**src/rtl/natv_apb_bridge.sv**
```systemverilog
// natv_apb_bridge
//   Responder-side bridge from the native valid/ready memory bus onto an
//   APB3 segment. One native request at a time is replayed as an APB
//   SETUP/ACCESS pair and completed with a single-cycle mem_ready_o pulse.
//   Slave errors and hung slaves (ACCESS longer than TIMEOUT cycles) still
//   complete the native request. They also set a sticky error flag and
//   record the byte address of the request.
//
// Parameters
//   TIMEOUT   : ACCESS cycles without pready before forced termination (0 = never)
//   ERR_RDATA : read data returned on pslverr / timeout
//
// Ports
//   clk_i, rst_n_i        : clock, synchronous active-low reset
//   mem_valid_i/addr_i/wdata_i/wstrb_i : native request (wstrb==0 -> read)
//   mem_rdata_o, mem_ready_o          : native response (ready is a 1-cycle pulse)
//   apb_paddr_o/psel_o/penable_o/pwrite_o/pwdata_o/pstrb_o : APB requester side
//   apb_prdata_i/pready_i/pslverr_i   : APB response
//   err_o, err_addr_o, err_clr_i      : sticky error record and its clear
module natv_apb_bridge #(
  parameter int unsigned TIMEOUT   = 255,
  parameter logic [31:0] ERR_RDATA = 32'hDEAD_BEEF
) (
  input  logic        clk_i,
  input  logic        rst_n_i,
  input  logic        mem_valid_i,
  input  logic [31:0] mem_addr_i,
  input  logic [31:0] mem_wdata_i,
  input  logic [3:0]  mem_wstrb_i,
  output logic [31:0] mem_rdata_o,
  output logic        mem_ready_o,
  output logic [31:0] apb_paddr_o,
  output logic        apb_psel_o,
  output logic        apb_penable_o,
  output logic        apb_pwrite_o,
  output logic [31:0] apb_pwdata_o,
  output logic [3:0]  apb_pstrb_o,
  input  logic [31:0] apb_prdata_i,
  input  logic        apb_pready_i,
  input  logic        apb_pslverr_i,
  output logic        err_o,
  output logic [31:0] err_addr_o,
  input  logic        err_clr_i
);

  // Counter is at least 8 bits, wider only when TIMEOUT needs it.
  localparam int CNT_W = ($clog2(TIMEOUT + 1) > 8) ? $clog2(TIMEOUT + 1) : 8;

  typedef enum logic [1:0] {
    S_IDLE   = 2'd0,
    S_SETUP  = 2'd1,
    S_ACCESS = 2'd2,
    S_RESP   = 2'd3
  } state_e;

  state_e             state_q;
  logic [CNT_W-1:0]   cnt_q;
  logic [1:0]         addr_lo_q;   // low address bits, kept for err_addr_o
  logic               mem_ready_q;
  logic [31:0]        mem_rdata_q;
  logic [31:0]        paddr_q;
  logic               psel_q;
  logic               penable_q;
  logic               pwrite_q;
  logic [31:0]        pwdata_q;
  logic [3:0]         pstrb_q;
  logic               err_q;
  logic [31:0]        err_addr_q;

  logic               timeout_hit;
  logic               xfer_done_d;
  logic               xfer_err_d;
  logic [31:0]        rdata_d;
  logic               err_d;

  always_comb begin
    timeout_hit = (TIMEOUT != 0) && (cnt_q == CNT_W'(TIMEOUT));
    xfer_done_d = (state_q == S_ACCESS) && (apb_pready_i || timeout_hit);
    // pslverr only counts when pready is high; a timeout is an error too.
    xfer_err_d  = (state_q == S_ACCESS) &&
                  ((apb_pready_i && apb_pslverr_i) || (!apb_pready_i && timeout_hit));
    if (pwrite_q)        rdata_d = 32'h0;
    else if (xfer_err_d) rdata_d = ERR_RDATA;
    else                 rdata_d = apb_prdata_i;
    // Setting the error takes priority over a simultaneous clear.
    if (xfer_err_d)      err_d = 1'b1;
    else if (err_clr_i)  err_d = 1'b0;
    else                 err_d = err_q;
  end

  always_ff @(posedge clk_i) begin
    if (!rst_n_i) begin
      state_q     <= S_IDLE;
      cnt_q       <= '0;
      addr_lo_q   <= 2'b00;
      mem_ready_q <= 1'b0;
      mem_rdata_q <= 32'h0;
      paddr_q     <= 32'h0;
      psel_q      <= 1'b0;
      penable_q   <= 1'b0;
      pwrite_q    <= 1'b0;
      pwdata_q    <= 32'h0;
      pstrb_q     <= 4'h0;
      err_q       <= 1'b0;
      err_addr_q  <= 32'h0;
    end else begin
      err_q <= err_d;
      if (xfer_err_d) err_addr_q <= {paddr_q[31:2], addr_lo_q};
      // Response outputs are pulses; they only go high on the RESP entry edge.
      mem_ready_q <= 1'b0;
      mem_rdata_q <= 32'h0;
      case (state_q)
        S_IDLE: begin
          if (mem_valid_i) begin
            paddr_q   <= {mem_addr_i[31:2], 2'b00};
            addr_lo_q <= mem_addr_i[1:0];
            pwrite_q  <= |mem_wstrb_i;
            pwdata_q  <= mem_wdata_i;
            pstrb_q   <= mem_wstrb_i;  // zero for reads by definition
            psel_q    <= 1'b1;
            penable_q <= 1'b0;
            cnt_q     <= '0;
            state_q   <= S_SETUP;
          end
        end
        S_SETUP: begin
          penable_q <= 1'b1;
          state_q   <= S_ACCESS;
        end
        S_ACCESS: begin
          if (xfer_done_d) begin
            psel_q      <= 1'b0;
            penable_q   <= 1'b0;
            mem_ready_q <= 1'b1;
            mem_rdata_q <= rdata_d;
            state_q     <= S_RESP;
          end else begin
            cnt_q <= cnt_q + 1'b1;
          end
        end
        S_RESP: begin
          state_q <= S_IDLE;
        end
        default: state_q <= S_IDLE;
      endcase
    end
  end

  assign mem_ready_o   = mem_ready_q;
  assign mem_rdata_o   = mem_rdata_q;
  assign apb_paddr_o   = paddr_q;
  assign apb_psel_o    = psel_q;
  assign apb_penable_o = penable_q;
  assign apb_pwrite_o  = pwrite_q;
  assign apb_pwdata_o  = pwdata_q;
  assign apb_pstrb_o   = pstrb_q;
  assign err_o         = err_q;
  assign err_addr_o    = err_addr_q;

endmodule

```
**config.mk**
```make
export PLATFORM = sky130hd
export DESIGN_NAME = natv_apb_bridge
export DESIGN_NICKNAME = d
export VERILOG_FILES = /design/src/rtl/natv_apb_bridge.sv
export SDC_FILE = /design/constraint.sdc
export NUM_CORES = 1
export LEC_CHECK = 0
export ABC_AREA = 0
export BUFFER_PORTS_ARGS = -buffer_cell sky130_fd_sc_hd__buf_2
export CAP_MARGIN = 20
export CORE_MARGIN = 8
export CORE_UTILIZATION = 51
export DETAILED_ROUTE_END_ITERATION = 12
export PLACE_DENSITY = 0.85
export SYNTH_ARGS = -nofsm -noshare
export SYNTH_HDL_FRONTEND = slang
export SYNTH_SLANG_ARGS = --single-unit
```
**constraint.sdc**
```tcl
create_clock -name clk_i -period 4.1 [get_ports clk_i]
set_clock_uncertainty 0.15 [all_clocks]
set_input_delay 0 -clock clk_i [delete_from_list [all_inputs] [get_ports clk_i]]
set_output_delay 0 -clock clk_i [all_outputs]
set_load 0.01 [all_outputs]
```
==> qor.yml, run 1 <==
synth.yosys.warnings: 0
filler_cells: 662
worst-slew-pin-transition_ps: 940
synth.avg_cell_area_um2: 8.99
maximum_level_of_the_cts_h_tree: 4
die_height_um: 120
timing.critical_path.to_type: "flip-flop"
critPathLaunchType: "flip-flop"
sequential_cell_area_um2: 2940
netlist-cell-type-count: 43
drt-pass1-iter-count: 5
totalNegativeSetupSlack_ps: 0
synthFlopType: "dfxtp_1"
worst_ir_drop_vdd_v: 0.000381
cts_sinks: 147
most_common_cell_after_layout_fill_and_taps_aside: "buf_2"
die_width_um: 120
fmaxAchievable_mhz: 322
post-cts-setup-buffers: 0
cts-root-to-sink-buffers: 2
dp.cells: 951
cap_violations: 0
unrepaired_setup_endpoints_after_global_routing: "false"
design.die.area_um2: 14400
synth_xor_xnor_area_share_pct: 0
dpl_worst_slack_ps: 1630
arrival_ps: 3410
hpwl_um: 10700
multi_input_area_um2: 2280
crit_slowest_cell: "and2_1"
pin_count_of_the_biggest_net_entering_global_routing: 78
final_max_slew_viol_count: 0
via_count_of_the_first_global_routing_pass: 5721
post_synthesis_cell_area_um2: 5500
final_critical_path_setup_slack_ps: 998
place.gp.congestion: 0.795
tritoncts_clock_tree: "yes"
crit_required_ps: 4410
grt.total_usage_pct: 25.2
finalSetupViolations: 0
area_growth_pct: 52.0
cts-root-buf: "clkbuf_8"
detailedRoute.firstIterationViolations: 400
fp-row-count: 38
final.min_clock_period_ps: 3100
initial_core_util_pct: 51.4
slowest_delay_ps: 830
yosys_register_bits: 147
synth_compound_gate_area_share_pct: 22.4
globalRoute.totalOverflow: 0
synth-edff-count: 0
yosys.area_share.adder_pct: 1.36
final-hold-violation-count: 0
remaining_drc_errors: 0
number_of_standard_cells_after_synthesis: 612
critical_path_cell_sequence: "inv_1, ha_2, buf_4, and2_1, o21a_1, dlygate4sd3_1"
boundaryPins: 243
combinational_family_with_the_most_area_after_synthesis: "compound AO/OA/AOI/OAI gates"
final_antenna_net_count: 0
numCtsBuffers: 17
share_of_post_route_cells_with_drive_strength_above_1_pct: 33.7
post_drt_wl_per_cell_um: 17.1
run_status: "completed"
wire_length_of_the_first_global_routing_pass_um: 29300
yosysSeqAreaShare_pct: 53.5
placement.io_buffers: 240
timing.final.crit_share_pct: 75.7
nets: 1057
route.vias.total: 5626
layout_common_cells: "buf_2 (240), nand2_1 (150), dfxtp_1 (147)"
antenna_found_initial: 1
finalWirelength_um: 18900
power.static_leakage_nw: 3.83
power_per_cell_area_nw_per_um2: 510
critPathKind: "reg -> reg"
async_flop_share_pct: 0
slew_headroom_pct: 37.3
hold_path.class: "in -> reg"
avgViaCountPerCell: 5.11
critical_path.max_fanout: 77
floorplan.core_area_um2: 10700
clk_latency_ps: 520
cts.clk_slew.worst_paths_ps: 60
simple_gate_fraction_of_synth_area_pct: 16.8
synth.area.mux_share_pct: 0.387
layout.cells.non_filler: 1100
-- per-stage QoR --
stage | hold WS [ps] | power (mW) | util (%) | cell area (um^2)
floorplan | -28.3 | 2.39 | - | 5510
global placement | 47.7 | 2.71 | 62.3 | 6670
detailed placement | 52.9 | 2.74 | 62.3 | 6670
CTS | 61.4 | 4.23 | 78.1 | 8360
global route | 88.4 | 4.46 | 78.2 | 8360
finish | 88.5 | 4.26 | 78.2 | 8370
-- timing repair --
item                                    in CTS  in global routing
hold buffers                               114                  0
resized for setup                            0                  0
endpoints found under the setup margin       0                  0
hold endpoints to repair                   115                  0
-- cell families (layout without fill, tap and decap cells) --
logic type,after synthesis,count (layout)
muxes,2,2
buffers and inverters,53,398
DFF,147,147
AOI/OAI and AO/OA,188,188
other,1,4
and+or+nand+nor,215,215
adders and majority gates,6,6
-- registers in the layout (all words and copies together), names as in the netlist --
name / cells
apb_psel_o: 1
mem_rdata_o: 32
addr_lo_q: 2
cnt_q: 8
err_addr_o: 32
apb_pstrb_o: 4
apb_penable_o: 1
state_q: 2
mem_ready_o: 1
apb_pwrite_o: 1
apb_pwdata_o: 32
err_o: 1
apb_paddr_o: 30
-- final cells by class --
class,count,share of cell area (%)
Antenna cell,2,0.0598
Clock buffer,22,5.65
Clock inverter,10,0.897
Inverter,4,0.179
Multi-Input combinational cell,413,27.3
Sequential cell,147,35.2
Tap cell,140,2.09
Timing Repair Buffer,362,28.7
-- power breakdown --
| group | internal [mW] | switching, mW |
|---|---|---|
| clock | 0.810 | 0.609 |
| combinational | 0.425 | 0.707 |
| sequential | 1.60 | 0.111 |
-- path summary, 6_finish.rpt --
kind,start,endpoint,slack (ps),cells after the start
worst min register to register,apb_pstrb_o[2]$_SDFFE_PN0P_,apb_pstrb_o[2]$_SDFFE_PN0P_,300,2
worst min-delay path,apb_prdata_i[25],mem_rdata_o[25]$_SDFF_PP0_,90,3
worst max-delay path,state_q[0]$_SDFFE_PN0P_,err_o$_SDFFE_PN0P_,1000,6
worst max register to register,state_q[0]$_SDFFE_PN0P_,err_o$_SDFFE_PN0P_,1000,6
-- Yosys cell counts, drive strengths merged (2+ instances only) --
| library cell | count | share of area (%) |
|---|---|---|
| o32ai | 3 | 0.48 |
| o211ai | 2 | 0.27 |
| a21oi | 111 | 10 |
| clkbuf | 31 | 2.1 |
| buf | 18 | 3.1 |
| nor2b | 2 | 0.23 |
| dfxtp | 147 | 53 |
| nand3 | 38 | 3.5 |
| o21ai | 4 | 0.36 |
| and2 | 10 | 1.1 |
| o41ai | 3 | 0.61 |
| o21a | 28 | 3.8 |
| nor3 | 3 | 0.36 |
| nand2 | 152 | 10 |
| inv | 3 | 0.20 |
| ha | 6 | 1.4 |
| a21bo | 32 | 5.8 |
-- per-layer routing --
metal	track usage [%]	vias to the layer above	routed length (um)
met3	8.17	37	1360
li1	-	2741	-
met4	11.0	0	498
met2	45.3	246	9940
met1	26.5	2602	7060
met5	0	-	0
-- critical path, delay by kind of cell, from the launching register on --
kind	cells	cell delay (ps)
buffers and inverters	3	1270
and+or+nand+nor	1	830
DFF	1	340
AOI/OAI and AO/OA	1	230
adders and majority gates	1	200
Note: power is estimated with default switching activity, not from simulation.
==> run 2: changes to the inputs <==
--- a/config.mk
+++ b/config.mk
@@ -9,9 +9,9 @@
 export BUFFER_PORTS_ARGS = -buffer_cell sky130_fd_sc_hd__buf_2
 export CAP_MARGIN = 20
 export CORE_MARGIN = 8
-export CORE_UTILIZATION = 51
+export CORE_UTILIZATION = 47
 export DETAILED_ROUTE_END_ITERATION = 12
-export PLACE_DENSITY = 0.85
+export PLACE_DENSITY = 0.8
 export SYNTH_ARGS = -nofsm -noshare
 export SYNTH_HDL_FRONTEND = slang
 export SYNTH_SLANG_ARGS = --single-unit
==> constraint.sdc (replaced) <==
create_clock -name clk_i -period 3.1 [get_ports clk_i]
set_clock_uncertainty 0.15 [all_clocks]
set_input_delay 0 -clock clk_i [delete_from_list [all_inputs] [get_ports clk_i]]
set_output_delay 0 -clock clk_i [all_outputs]
set_load 0.01 [all_outputs]
==> qor.yml, run 2 (synthesis results as in run 1) <==
finalSetupViolations: 0  # unchanged
route.vias.total: 5684  # +1.0%
worst-slew-pin-transition_ps: 741  # -199 ps
wire_length_of_the_first_global_routing_pass_um: 30000  # +2.6%
slew_headroom_pct: 50.5  # +13 points
dp.cells: 956  # +0.53%
post_cts_resized: 0  # unchanged
numCtsBuffers: 17  # unchanged
globalRoute.totalOverflow: 0  # unchanged
fp-row-count: 39  # +2.6%
hpwl_um: 10600  # -1.3%
via_count_of_the_first_global_routing_pass: 5811  # +1.6%
power.static_leakage_nw: 3.88  # +1.4%
post-layout-total-power_mw: 5.90  # +38%
placement.io_buffers: 240  # unchanged
floorplan.core_area_um2: 11400  # +6.7%
tritoncts_clock_tree: "yes"
unrepaired_setup_endpoints_after_global_routing: "false"
cap_violations: 0  # unchanged
maximum_level_of_the_cts_h_tree: 4  # unchanged
place.gp.congestion: 0.781  # -1.8%
final.min_clock_period_ps: 2840  # -265 ps
post_drt_wl_per_cell_um: 17.1  # -0.41%
power_per_cell_area_nw_per_um2: 696  # +37%
cts_sinks: 147  # unchanged
timing.final.crit_share_pct: 91.5  # +16 points
cts-root-to-sink-buffers: 2  # unchanged
pin_count_of_the_biggest_net_entering_global_routing: 68  # -13%
final_max_slew_viol_count: 0  # unchanged
initial_core_util_pct: 48.2  # -3.2 points
drt-pass1-iter-count: 5  # unchanged
die_width_um: 124  # +3.6%
area_growth_pct: 54.2
final-hold-violation-count: 0  # unchanged
die_height_um: 124  # +3.6%
boundaryPins: 243  # unchanged
run_status: "completed"
detailedRoute.firstIterationViolations: 352  # -12%
avgViaCountPerCell: 5.13  # +0.30%
critPathLaunchType: "flip-flop"
critical_path.max_fanout: 67  # -13%
final_antenna_net_count: 0  # unchanged
antenna_found_initial: 7  # +6
worst_ir_drop_vdd_v: 0.000614  # +61%
timing.critical_path.to_type: "flip-flop"
remaining_drc_errors: 0  # unchanged
hold_path.class: "in -> reg"
cts.clk_slew.worst_paths_ps: 60  # about the same
final.hold.worst_slack_ps: 174  # +85.2 ps
share_of_post_route_cells_with_drive_strength_above_1_pct: 33.7  # unchanged
crit_required_ps: 3310  # -1100 ps
arrival_ps: 3050  # -360 ps
finalWirelength_um: 18900  # +0.32%
layout_common_cells: "buf_2 (240), nand2_1 (150), dfxtp_1 (147)"
fmaxAchievable_mhz: 353  # +9.3%
cts-root-buf: "clkbuf_16"
design.die.area_um2: 15400  # +7.4%
nets: 1057  # unchanged
clk_latency_ps: 420  # -100 ps
layout.cells.non_filler: 1108  # +0.73%
grt.total_usage_pct: 23.8  # -1.4 points
most_common_cell_after_layout_fill_and_taps_aside: "buf_2"
critPathKind: "reg -> reg"
totalNegativeSetupSlack_ps: 0  # unchanged
==> run 2: changes by cell type in the layout (fill, tap and decap cells not counted), sizes merged <==
cell	change
inv	-1
diode	+5
dlygate4sd3	-1
bufinv	+3
clkbuf	-2
clkinvlp	-3
buf	+2
clkinv	+2
==> run 2: layout make-up <==
class                   instances  area [um^2]
diodes                          7         17.5
clock buffers                  21          460
clock inverters                11          151
fillers                       775         2930
inverters                       4         15.0
multi-input cells             413         2280
flip-flops and latches        147         2940
well taps                     143          179
repair buffers                362         2440
==> run 2: repair_timing <==
action	in CTS	in global routing
buffers inserted	0	0
endpoints found under the hold margin	115	0
hold buffers	113	0
==> run 2: layer usage <==
layer	global-route usage, %	wire (um)	part of all wire (%)
met5	0	0	0
met4	13.5	854	4.5
met2	42.0	9740	52
met3	8.55	1370	7.2
met1	23.9	6950	37
==> run 2: path summary, 6_finish.rpt <==
kind | from | end | slack [ps] | cells past startpoint
worst max register to register | state_q[0]$_SDFFE_PN0P_ | err_o$_SDFFE_PN0P_ | 260 | 7
worst min register to register | apb_pwdata_o[10]$_SDFFE_PN0P_ | apb_pwdata_o[10]$_SDFFE_PN0P_ | 300 | 2
worst max-delay path | state_q[0]$_SDFFE_PN0P_ | err_o$_SDFFE_PN0P_ | 260 | 7
worst min-delay path | apb_prdata_i[31] | mem_rdata_o[31]$_SDFF_PP0_ | 170 | 3
==> run 2: critical path, cell delays in order (launching register included) <==
cell and delay (ps):
dfxtp_1 340, inv_1 150, ha_2 330, buf_4 570, and2_1 220, buf_4 270, o21a_1 160, dlygate4sd3_1 560
==> run 2: where the power goes <==
group | total, mW | leakage [nW] | switching (mW) | internal, mW
clock network | 2.10 | 0.286 | 0.786 | 1.31
registers | 2.26 | 1.20 | 0.142 | 2.12
logic | 1.55 | 2.40 | 0.955 | 0.591
total | 5.90 | 3.88 | 1.88 | 4.02
==> run 2: stage by stage <==
stage	cell area, um^2	util (%)	worst slack [ps]
3_5_place_dp	6720	58.9	853
6_report	8480	74.3	263
3_3_place_gp	6720	58.9	911
2_1_floorplan	5510	-	1310
5_1_grt	8480	74.3	112
4_1_cts	8470	74.2	367
